**src/rtl/mult_share_ctrl.sv**
```systemverilog
// Sequencer and round-robin arbiter for the shared shift-add multiplier datapath.
// Two requesters compete for one datapath. A grant is held for a whole
// operation, through Done, until the granted requester releases its request.
module mult_share_ctrl #(
   parameter int unsigned WIDTH = 8
) (
   input  logic       Clk,
   input  logic       Reset_n,
   input  logic       Clr,
   input  logic [1:0] Req,
   input  logic       M,
   output logic [1:0] Gnt,
   output logic       Sel,
   output logic       Busy,
   output logic       Clr_Ld,
   output logic       Add,
   output logic       Sub,
   output logic       Shift,
   output logic       Done
);

   localparam int unsigned CNT_W = $clog2(WIDTH) + 1;
   localparam logic [CNT_W-1:0] LAST_BIT = CNT_W'(WIDTH - 1);

   typedef enum logic [2:0] {
      IDLE     = 3'd0,
      LOAD     = 3'd1,
      ADD      = 3'd2,
      SHIFT    = 3'd3,
      DONE     = 3'd4,
      WAIT_REL = 3'd5
   } state_t;

   state_t             state, state_n;
   logic [CNT_W-1:0]   cnt, cnt_n;
   logic               last, last_n;
   logic [1:0]         gnt_q, gnt_n;
   logic               idx;

   // State, iteration count, round-robin pointer and grant registers
   always_ff @(posedge Clk or negedge Reset_n) begin
      if (!Reset_n) begin
         state <= IDLE;
         cnt   <= '0;
         last  <= 1'b1;
         gnt_q <= 2'b00;
      end else begin
         state <= state_n;
         cnt   <= cnt_n;
         last  <= last_n;
         gnt_q <= gnt_n;
      end
   end

   // Next-state, arbitration and strobe decode; Clr overrides every transition
   always_comb begin
      state_n = state;
      cnt_n   = cnt;
      last_n  = last;
      gnt_n   = gnt_q;
      idx     = 1'b0;
      Busy    = 1'b1;
      Clr_Ld  = 1'b0;
      Add     = 1'b0;
      Sub     = 1'b0;
      Shift   = 1'b0;
      Done    = 1'b0;

      case (state)
         IDLE:    Busy   = 1'b0;
         LOAD:    Clr_Ld = 1'b1;
         ADD: begin
            // The MSB of a two's-complement multiplier carries negative weight
            if (M) begin
               if (cnt == LAST_BIT) Sub = 1'b1;
               else                 Add = 1'b1;
            end
         end
         SHIFT:   Shift  = 1'b1;
         DONE:    Done   = 1'b1;
         default: ;
      endcase

      if (Clr) begin
         state_n = IDLE;
         gnt_n   = 2'b00;
         cnt_n   = '0;
      end else begin
         case (state)
            IDLE: begin
               case (Req)
                  2'b01:   idx = 1'b0;
                  2'b10:   idx = 1'b1;
                  2'b11:   idx = ~last;
                  default: idx = 1'b0;
               endcase
               if (Req != 2'b00) begin
                  state_n = LOAD;
                  gnt_n   = idx ? 2'b10 : 2'b01;
                  last_n  = idx;
               end
            end
            LOAD: begin
               cnt_n   = '0;
               state_n = ADD;
            end
            ADD:   state_n = SHIFT;
            SHIFT: begin
               cnt_n   = cnt + CNT_W'(1);
               state_n = (cnt == LAST_BIT) ? DONE : ADD;
            end
            DONE:  state_n = WAIT_REL;
            WAIT_REL: begin
               // Only the granted requester's release matters here
               if (!Req[gnt_q[1]]) begin
                  state_n = IDLE;
                  gnt_n   = 2'b00;
               end
            end
            default: begin
               state_n = IDLE;
               gnt_n   = 2'b00;
            end
         endcase
      end
   end

   assign Gnt = gnt_q;
   assign Sel = gnt_q[1];

endmodule

```
**config.mk**
```make
export PLATFORM = sky130hd
export DESIGN_NAME = mult_share_ctrl
export DESIGN_NICKNAME = d
export VERILOG_FILES = /design/src/rtl/mult_share_ctrl.sv
export SDC_FILE = /design/constraint.sdc
export NUM_CORES = 1
export LEC_CHECK = 0
export BUFFER_PORTS_ARGS = -buffer_cell sky130_fd_sc_hd__buf_2
export CORE_MARGIN = 8
export CORE_UTILIZATION = 35
export CTS_CLUSTER_SIZE = 25
export DETAILED_ROUTE_END_ITERATION = 12
export HOLD_SLACK_MARGIN = 0.08
export MAX_ROUTING_LAYER = met4
export PLACE_DENSITY_LB_ADDON = 0.1
export SETUP_SLACK_MARGIN = 0.2
export SLEW_MARGIN = 20
export SYNTH_ARGS = -nofsm -noshare
export SYNTH_HDL_FRONTEND = slang
export SYNTH_SLANG_ARGS = --single-unit
```
**constraint.sdc**
```tcl
create_clock -name Clk -period 2.45 [get_ports Clk]
set_clock_uncertainty 0.2 [all_clocks]
set_input_delay 0.3675 -clock Clk [delete_from_list [all_inputs] [get_ports Clk]]
set_output_delay 0.3675 -clock Clk [all_outputs]
set_load 0.005 [all_outputs]
```
* After elaboration in Yosys (flattened, before gate mapping)
Cells that the tools add are included.
** Cells by class
- Bitwise gates (word level) :: 2
- $lt $le $gt $ge :: 1
- Mux-type cells :: 27
- Reduce and logical (&&, ||, !) cells :: 7
- Add/subtract/negate cells :: 1
- Equal/unequal tests :: 11
** Operators by type and width (number)
- 3-bit one-hot mux with 6 select lines :: 1
- 1-bit 2-to-1 mux :: 14
- 3-bit 2-to-1 mux :: 4
- 2-bit 2-to-1 mux :: 4
- 4-bit one-hot mux with 2 select lines :: 1
- 3-bit by 2-bit == test with 1-bit output (second input constant) :: 2
- 3-bit == test (second input constant) :: 2
- 3-bit inequality test (second input constant) :: 2
- 2-bit one-hot mux with 3 select lines :: 1
- 3-bit AND reduction :: 2
- 4-bit by 1-bit adder with 4-bit output (second input constant) :: 1
- 2-bit == test (second input constant) :: 2
- 4-bit by 3-bit == test with 1-bit output (second input constant) :: 1
- 4-bit 2-to-1 mux :: 1
- 4-bit OR reduction :: 1
- 3-bit by 1-bit == test with 1-bit output (second input constant) :: 1
- 3-bit zero test :: 1
- 3-bit nonzero test :: 1
- 1-bit by 2-bit < comparator with 1-bit output (second input constant) :: 1
- 2-bit by 1-bit inequality test with 1-bit output (second input constant) :: 1
- 1-bit inverter :: 2
- 1-bit one-hot mux with 2 select lines :: 1
- 2-bit AND reduction :: 1
- 2-bit nonzero test :: 1
** Word-level totals
- Bits in registers :: 10
- Logic and storage cells :: 53

* Depth between registers and ports, before layout
Gate-level depths: netlist of the first run.
- Word-level depth :: 8
- Mapped depth :: 5

* Least setup slack after synthesis of the first run
No wires, ideal clock.
- Kind :: register -> register
- From :: register state[0]
- To :: register gnt_q[0], in the netlist Gnt[0]
- Buffers on the path :: 0
- Clock period less this slack :: 1.709 ns
- Setup slack :: 0.741 ns
- Arrival time :: 1.389 ns
- Cell stages (with the launch flop) :: 5
- Cells stage by stage :: dfrtp_1 > or4_4 > o32ai_4 > mux2i_1 > nand2_1
** On the way
- Word-level cells in the longest chain between the ends :: 4
- Elaborated cells between the ends (all ways) :: 13
- Those cells by class :: eq/ne (8); mux (2); reduce/logical (3)
** Ends and longest elaborated chain
- start: declaration :: line 34 : state_t state, state_n;
- start signal: assignment :: line 48 : state <= state_n;
- 3-bit == test (tied with other cells) :: line 89 : case (state)
- 4-bit OR reduction (no source line)
- 2-bit one-hot mux with 3 select lines or 2-bit by 1-bit inequality test with 1-bit output (tied branches)
- 2-bit 2-to-1 mux or 3-bit AND reduction (tied branches)
- end signal: assignment :: line 51 : gnt_q <= gnt_n;
- end: declaration :: line 37 : logic [1:0] gnt_q, gnt_n;
Several ways; a longest one is shown, not always the timed one.
A chain may end at the register's enable or synchronous reset.

* Worst setup path after layout of the first run
- From :: register state[1]
- To :: output port Busy
** On the way
- Word-level cells in the longest chain between the ends :: 2
** Ends and longest elaborated chain
- 3-bit zero test :: line 69 : case (state)
- 1-bit 2-to-1 mux :: line 69
- end: declaration :: line 14 : output logic Busy,
Every way passes these cells.

==> results of run 1 <==
==> worst max-delay path: cells and delay by family (launching register included) <==
kind                   cells  cell delay [ns]
AND/OR/NAND/NOR            1             0.46
flip-flops                 1             0.57
buffers and inverters      1             0.14
==> repair_timing <==
| action | 4_1_cts | 5_1_grt |
|---|---|---|
| hold buffers | 1 | 0 |
| endpoints found under the hold margin | 10 | 0 |
| setup endpoints to repair | 0 | 0 |
==> registers in the layout (all words and copies together) (netlist names) <==
register  flops
Gnt           2
cnt           4
last          1
state         3
==> routing by layer <==
metal  vias up  routed length [um]  global-route usage
met1       286                 726               0.118
met3         4                  80              0.0282
li1        303                   -                   -
met2        10                 725               0.151
met4         0                  31              0.0785
met5         -                   0                   -
==> cell usage in the layout (no fill, tap or decap), drive strengths merged, types with 2 or more instances in the layout <==
master / count
nor2: 5
dfrtp: 9
nand2: 9
a31oi: 3
nor3: 3
a221oi: 2
or3: 2
mux2i: 2
and2: 3
nand2b: 3
a21oi: 8
nor2b: 2
o21ai: 3
buf: 14
nand3: 3
clkbuf: 4
==> area by class of cell <==
cell class	instances	area share
Sequential cell	10	0.326
Timing Repair Buffer	15	0.104
Tap cell	25	0.0406
Multi-Input combinational cell	60	0.495
Clock buffer	4	0.0341
==> how the worst min path moves through the flow <==
stage	end	cells past startpoint
2_1_floorplan	Gnt[0]	0
4_1_cts	last	2
5_1_grt	last	2
6_report	last	2
3_5_place_dp	cnt[3]	1
3_3_place_gp	cnt[3]	1
==> cells by family (layout without fill, tap and decap cells) <==
group,after synthesis,after routing,synth area share
AND/OR/NAND/NOR,37,37,0.314
AO/OA/AOI/OAI,20,20,0.214
flip-flops,10,10,0.380
buffers and inverters,5,19,0.0435
multiplexers,2,2,0.0302
adder cells (fa/ha/maj),1,1,0.0189
==> through the flow <==
| step | cells | power (uW) | hold slack, ns |
|---|---|---|---|
| floorplan | 75 | 261 | -0.128 |
| global placement | 109 | 288 | 0.0487 |
| detailed placement | 109 | 290 | 0.0522 |
| CTS | 114 | 423 | 0.105 |
| global route | 114 | 437 | 0.125 |
| finish | 114 | 411 | 0.117 |
==> where the power goes <==
group          internal (uW)  switching, uW  leakage [uW]  total [uW]
clock                   63.1           61.9     0.0000150         125
combinational           38.2           41.8      0.000193        80.1
sequential               184           22.2      0.000132         206
total                    285            126      0.000341         411
==> key figures, run 1 <==
Detailed routing
  – Post-Route WL: 1560 um
  – Avg Vias per Cell: 5.29
  – DR DRC count: 0
  – Routed WL per cell: 13.7 um
  – Routed via count: 603
  – Post-DRT Antenna Nets: 0
  – DRT Pass-1 Iters: 4
  – Initial DRC Count: 16

Global routing
  – Vias in the first global route: 587
  – Largest net degree at the start of global routing: 18
  – Total grt overflow: 0
  – Antenna violations before repair: 0
  – Total Routing Usage GR: 0.104
  – First-pass GRT wire length: 2700 um

Worst setup path
  – Worst setup path category: reg2out
  – Setup crit end: Busy
  – CP startpoint kind: register
  – Worst endpoint required time: 1.88 ns
  – CP Capture Type: primary output
  – Crit path cell chain: or3_1, buf_2
  – Crit path max fanout: 17
  – Reg2reg path depth: 4
  – R2R setup slack: 0.52 ns
  – Crit. Startpoint: state[1]
  – Critical path arrival: between 1 and 1.5 ns
  – Slowest stage delay, CP: between 0.5 and 0.6 ns
  – Reg2reg start: state[0]
  – FF-to-FF End: Gnt[0]
  – Slowest-stage cell, CP: dfrtp_1

Place
  – Post-DP HPWL: 1140 um
  – Gpl congestion: 0.746
  – Port bufs: 14
  – Dpl cell area: 734 um^2
  – DP Worst Slack: 0.541 ns

Die
  – Ports: 15
  – Initial Util: 0.379
  – Width of the die: 59.5 um
  – Num rows: 15
  – Core area: 0.00175 mm^2
  – Die height: 59.5 um
  – DIE AREA: 0.00354 mm^2

Finish
  – Sequential cell area: ~250 um^2
  – Core Util, Final: 0.442
  – Diodes inserted: 0
  – Multi-input gate area: 382 um^2
  – Fillcell total: 196
  – Layout cells sized above 1: 0.236
  – Area delta synth->final: 16.4%
  – Final instance area: between 700 and 800 um^2
  – Nets: 97

Clocking
  – Worst-path clk slew: 0.07 ns
  – Post-CTS Setup Bufs: 0
  – CTS Root Cell: clkbuf_4
  – CTS sink count: 10
  – Clk Latency, worst-skew pair: 0.27 ns
  – CTS tree: built
  – Clock buffer depth: 2
  – Max H-tree Level: 1
  – Clock buffer count from CTS: 3
  – Resized Gates After CTS: 0

Logic synthesis
  – Most used flip-flop cell after synthesis: dfrtp_1
  – Sequential share of the synthesized area: 0.380
  – Post-synth EDFFs: 0
  – Post-Synthesis Cells: 75
  – Synth Register Bits: 10
  – FFs w/ async S/R, synth: 1.00
  – Yosys cell types: 30
  – Most frequent cells after synthesis: dfrtp_1 (9), nand2_1 (9), a21oi_1 (8)
  – Syn_nets: a little over 80
  – Yosys Warn Count: 0
  – Synth top area share: 0.340
  – Synth Area per Inst: 8.83 um^2
  – Cell area after synthesis: 662 um^2
  – Synth top area cells: dfrtp_1 (34%), a21oi_1 (6.0%), nand2_1 (5.1%), o32ai_4 (4.2%), dfstp_2 (4.0%)
  – Largest area contributor in the netlist: dfrtp_1

Pwr
  – PwrDens: around 530 mW/mm^2
  – Static leakage: 0.000341 uW
  – Worst VDD drop: 0.282 mV

Timing
  – Relative slew margins: 0.660
  – Final setup margin: 0.445 ns
  – Final TNS setup: 0 ns
  – Max Slew Vio Count: 0
  – Fin. Hold Viols: 0
  – Minimum clock period: 2.00 ns
  – Period utilisation layout: 0.818
  – Setup violators final: 0
  – RSZ-0062 raised after global routing: no
  – F_max: about 500 MHz
  – Worst Tran Pin Value: 0.510 ns

Flow run
  – Max-Cap Viols: 0

Status
  – Status: finished, final reports clean

Min path
  – Type of the tightest min-delay check: in2reg
  – Hold_sp: Req[0]
Note: power is estimated with default switching activity, not from simulation.
==> run 2, diff against run 1 <==
Clock period 2.45 ns to 1.8 ns, I/O delays scaled along.
==> key figures, run 2 (synthesis gave the netlist of run 1 again) <==
Finish
  – Final instance area: between 0.001 and 0.0015 mm^2
  – Most common cell after layout, fill and taps aside: buf_4
  – Most frequent cells in the layout: buf_4 (16), buf_2 (13), buf_6 (9)
  – Max reg flops: 4
  – Layout cells sized above 1: 0.557
  – Nets: 123
  – Area delta synth->final: 72.0%
  – Reg with most FFs: cnt
  – Fillcell total: approximately 140
  – Diodes inserted: 0
  – Final Non-Filler Cells: between 100 and 150

Pwr
  – Static leakage: approximately 0.0005 uW
  – Sequential share of power: 0.379
  – Power consumption: a little over 700 uW
  – PwrDens: 620 mW/mm^2
  – Logic pwr share: 0.331
  – Switching Share: 0.295
  – Int Power: 498 uW
  – Switching Power: 208 uW
  – Fraction of power consumed by the clock network: 0.291
  – Worst VDD drop: 0.528 mV

Clocking
  – Max H-tree Level: 1
  – Clock buffer depth: 2
  – Clk Latency, worst-skew pair: 0.27 ns
  – Clock buffer count from CTS: 3
  – CTS sink count: 10
  – CTS tree: built
  – Worst-path clk slew: 0.07 ns
  – CTS Root Cell: clkbuf_4

Die
  – Core area: 0.00175 mm^2
  – Die height: 59.5 um
  – Ports: 15
  – Num rows: 15
  – DIE AREA: 0.00354 mm^2
  – Initial Util: 0.379
  – Width of the die: a little under 60 um

Place
  – Post-DP HPWL: between 1000 and 1500 um
  – Placed insts: around 120
  – DP Worst Slack: roughly 0.056 ns
  – Gpl congestion: 0.817
  – Dpl cell area: 787 um^2
  – Port bufs: 14

Global routing
  – Vias in the first global route: a little under 700
  – Total grt overflow: 0
  – Antenna violations before repair: 0
  – Largest net degree at the start of global routing: 12
  – Total Routing Usage GR: 0.119
  – First-pass GRT wire length: 3130 um

Detailed routing
  – Post-Route WL: 2150 um
  – Routed WL per cell: 15.4 um
  – Routed via count: 738
  – Initial DRC Count: 25
  – DR DRC count: 0
  – Post-DRT Antenna Nets: 0
  – Avg Vias per Cell: approximately 5.3
  – DRT Pass-1 Iters: 4

Timing
  – Max Slew Vio Count: 0
  – Fin. Hold Viols: 0
  – Worst Tran Pin Value: 0.355 ns
  – RSZ-0062 raised after global routing: yes
  – Setup violators final: 1
  – Relative slew margins: 0.756
  – Period utilisation layout: 1.02
  – Minimum clock period: 1.84 ns
  – Final hold slack: 0.157 ns
  – Final setup margin: -0.0353 ns
  – F_max: 545 MHz

Worst setup path
  – CP Capture Type: register
  – Crit path max fanout: 3
  – Worst endpoint required time: 1.76 ns
  – CP startpoint kind: register
  – Critical path arrival: 1.79 ns
  – Worst setup path category: reg2reg
  – Crit. Startpoint: state[2]
  – Reg2reg start: state[2]

Min path
  – Hold_sp: Req[1]
  – Type of the tightest min-delay check: in2reg

Status
  – Status: complete, but fails checks
  – Violated checks: negative setup slack

Flow run
  – Max-Cap Viols: 0
==> run 2: changes by cell type in the layout (fill, tap and decap cells not counted), sizes merged <==
cell,delta
dlygate4sd3,+1
buf,+25
==> run 2: power groups by stage <==
stage	combinational [uW]	sequential [uW]	clock, uW
6_report	234	267	205
5_1_grt	251	270	225
4_1_cts	181	266	212
3_5_place_dp	142	269	0
3_3_place_gp	143	268	0
2_1_floorplan	83.7	271	0
==> run 2: critical path, cell delays in order (launching register included) <==
cell and delay (ns):
dfrtp_2 0.43, buf_6 0.12, or4_4 0.43, o32ai_4 0.26, mux2i_1 0.22, nand2_1 0.07
==> run 2: area by class of cell <==
type	instances	area [um^2]	area share
Timing Repair Buffer	41	327	0.287
Multi-Input combinational cell	60	492	0.432
Clock buffer	4	36.3	0.0319
Sequential cell	10	253	0.222
Tap cell	25	31.3	0.0275
==> run 2: final timing paths <==
path,endpoint,slack [ns],depth (start not counted)
max,Gnt[0],-0.04,5
min,state[0],0.16,3
max reg2reg,Gnt[0],-0.04,5
min reg2reg,last,0.35,2
max in group asynchronous,last,0.95,2
min in group asynchronous,cnt[1],0.19,2
==> run 2: metrics by stage <==
stage,TNS (ns),utilization
2_1_floorplan,0,-
3_3_place_gp,0,0.451
3_5_place_dp,0,0.451
4_1_cts,-0.0826,0.566
5_1_grt,-0.190,0.652
6_report,-0.0353,0.652
==> run 2: timing repair <==
action / in CTS / in global routing
setup buffers: 10 / 7
pin swaps: 3 / 10
endpoints found under the setup margin: 10 / 11
endpoints found under the hold margin: 11 / 0
hold buffers: 2 / 0
gates cloned: 1 / 0
gates resized for setup: 18 / 17
==> run 2: metal layers <==
layer / share of wire / track usage
met4: 0.019 / 0.0410
met1: 0.43 / 0.136
met3: 0.065 / 0.0477
met2: 0.49 / 0.183
met5: 0 / -
==> run 3, diff against run 2 <==
Settings changed: BUFFER_PORTS_ARGS -buffer_cell sky130_fd_sc_hd__buf_2 to -buffer_cell sky130_fd_sc_hd__buf_4, MAX_ROUTING_LAYER met4 to default.
==> key figures, run 3 (synthesis gave the netlist of run 1 again) <==
Status
  – Violated checks: negative setup slack
  – Status: complete, but fails checks

Pwr
  – Sequential share of power: 0.391
  – Switching Power: around 200 uW
  – Int Power: roughly 490 uW
  – Static leakage: about 0.00047 uW
  – PwrDens: approximately 640 mW/mm^2
  – Fraction of power consumed by the clock network: 0.303
  – Switching Share: 0.287
  – Worst VDD drop: roughly 0.59 mV
  – Logic pwr share: 0.306

Finish
  – Sequential cell area: 251 um^2
  – Area delta synth->final: 60.3%
  – Most frequent cells in the layout: buf_4 (29), dfrtp_1 (9), nand2_1 (8)
  – Nets: 117
  – Reg with most FFs: cnt
  – Most common cell after layout, fill and taps aside: buf_4
  – Diodes inserted: 0
  – Fillcell total: ~160
  – Max reg flops: 4
  – Multi-input gate area: 459 um^2
  – Final instance area: 0.00106 mm^2
  – Layout cells sized above 1: 0.486

Worst setup path
  – Worst setup path category: reg2out
  – CP bufs+invs: 2
  – Reg2reg start: state[1]
  – Slowest stage delay, CP: 0.41 ns
  – Cell repeated most along the worst path: buf_6
  – Worst endpoint required time: roughly 1.3 ns
  – Critical path arrival: 1.34 ns
  – Slowest-stage cell, CP: dfrtp_1
  – R2R setup slack: approximately 0.01 ns
  – Reg2reg path depth: 5
  – FF-to-FF End: Gnt[0]
  – CP Capture Type: primary output
  – Crit path cell chain: buf_6, or3_4, buf_6
  – Crit path max fanout: 4
  – CP startpoint kind: register
  – Critical path's top delay family: flip-flops
  – Stages on worst setup path: 3

Place
  – Gpl congestion: 0.825
  – DP Worst Slack: 0.0387 ns
  – Post-DP HPWL: roughly 1200 um
  – Dpl cell area: roughly 830 um^2
  – Port bufs: 14

Detailed routing
  – Post-Route WL: slightly below 2000 um
  – Routed WL per cell: around 15 um
  – DR DRC count: 0
  – Post-DRT Antenna Nets: 0
  – Routed via count: between 600 and 700
  – Highest routed metal layer: met4
  – Initial DRC Count: 8
  – Avg Vias per Cell: 5.19
  – Metal3 WL: 113 um
  – Met2 WL post-DR: 968 um
  – DRT Pass-1 Iters: 4
  – M1 wire length: 892 um

Global routing
  – Vias in the first global route: 683
  – Total grt overflow: 0
  – Total Routing Usage GR: 0.115
  – Antenna violations before repair: 0
  – First-pass GRT wire length: 3150 um
  – Largest net degree at the start of global routing: 12

Clocking
  – CTS Root Cell: clkbuf_4
  – Clock buffer count from CTS: 3
  – Worst-path clk slew: 0.07 ns
  – Clock buffer depth: 2
  – Clk Latency, worst-skew pair: between 0.2 and 0.3 ns
  – CTS sink count: 10
  – CTS tree: built
  – Max H-tree Level: 1

Die
  – Num rows: 15
  – Core area: around 0.0017 mm^2
  – Initial Util: 0.379
  – Ports: 15
  – DIE AREA: ~0.0035 mm^2
  – Die height: 59.5 um
  – Width of the die: just under 60 um

Min path
  – Type of the tightest min-delay check: in2async

Timing
  – Relative slew margins: 0.674
  – F_max: 554 MHz
  – RSZ-0062 raised after global routing: yes
  – Final setup margin: -0.00662 ns
  – Max Slew Vio Count: 0
  – Worst Tran Pin Value: 0.484 ns
  – Minimum clock period: around 1.8 ns
  – Period utilisation layout: 1.00
  – Final TNS setup: -0.00662 ns
  – Setup violators final: 1
  – Fin. Hold Viols: 0

Flow run
  – Max-Cap Viols: 0
[run 3: cell count changes in the layout (fill, tap and decap cells not counted), sizes merged]
cell,previous run,this run
buf,39,33
[run 3: cell type report]
cell class / instances / share of cell area
well taps: 25 / 0.0295
clock buffers: 4 / 0.0342
flip-flops and latches: 10 / 0.237
multi-input cells: 60 / 0.433
repair buffers: 35 / 0.267
[run 3: per-stage QoR]
stage | instances | total power [uW] | utilization | hold WS, ns
3_5_place_dp | 117 | 425 | 0.475 | -0.0897
6_report | 134 | 681 | 0.608 | 0.158
2_1_floorplan | 75 | 355 | - | -0.226
4_1_cts | 131 | 666 | 0.571 | 0.149
3_3_place_gp | 117 | 424 | 0.475 | -0.0901
5_1_grt | 134 | 722 | 0.608 | 0.161
[run 3: worst max-delay path by stage]
stage / startpoint / endpoint / slack [ns]
floorplan: state[0] / Gnt[0] / 0.09
global placement: Req[1] / Gnt[0] / 0.07
detailed placement: Req[1] / Gnt[0] / 0.04
CTS: state[0] / Gnt[0] / 0.02
global route: state[0] / Sub / -0.08
finish: state[1] / Busy / -0.007
[run 3: per-layer routing]
metal  vias to the layer above  GRT usage
met1                       336      0.146
met5                         -          0
met4                         0     0.0205
li1                        345          -
met3                         2     0.0477
met2                        13      0.177
[run 3: power by group through the flow]
stage	clock network, uW	registers, uW	logic (uW)
final	206	266	209
after floorplan	0	271	83.7
after global placement	0	268	155
after CTS	211	265	190
after detailed placement	0	269	156
after global routing	226	269	228
[run 3: timing repair]
item                                   in CTS  in global routing
hold buffers                                2                  0
endpoints found under the hold margin      11                  0
setup endpoints to repair                   7                 11
setup buffers                               8                  3
gates resized for setup                    14                  8
pin swaps                                   1                  3
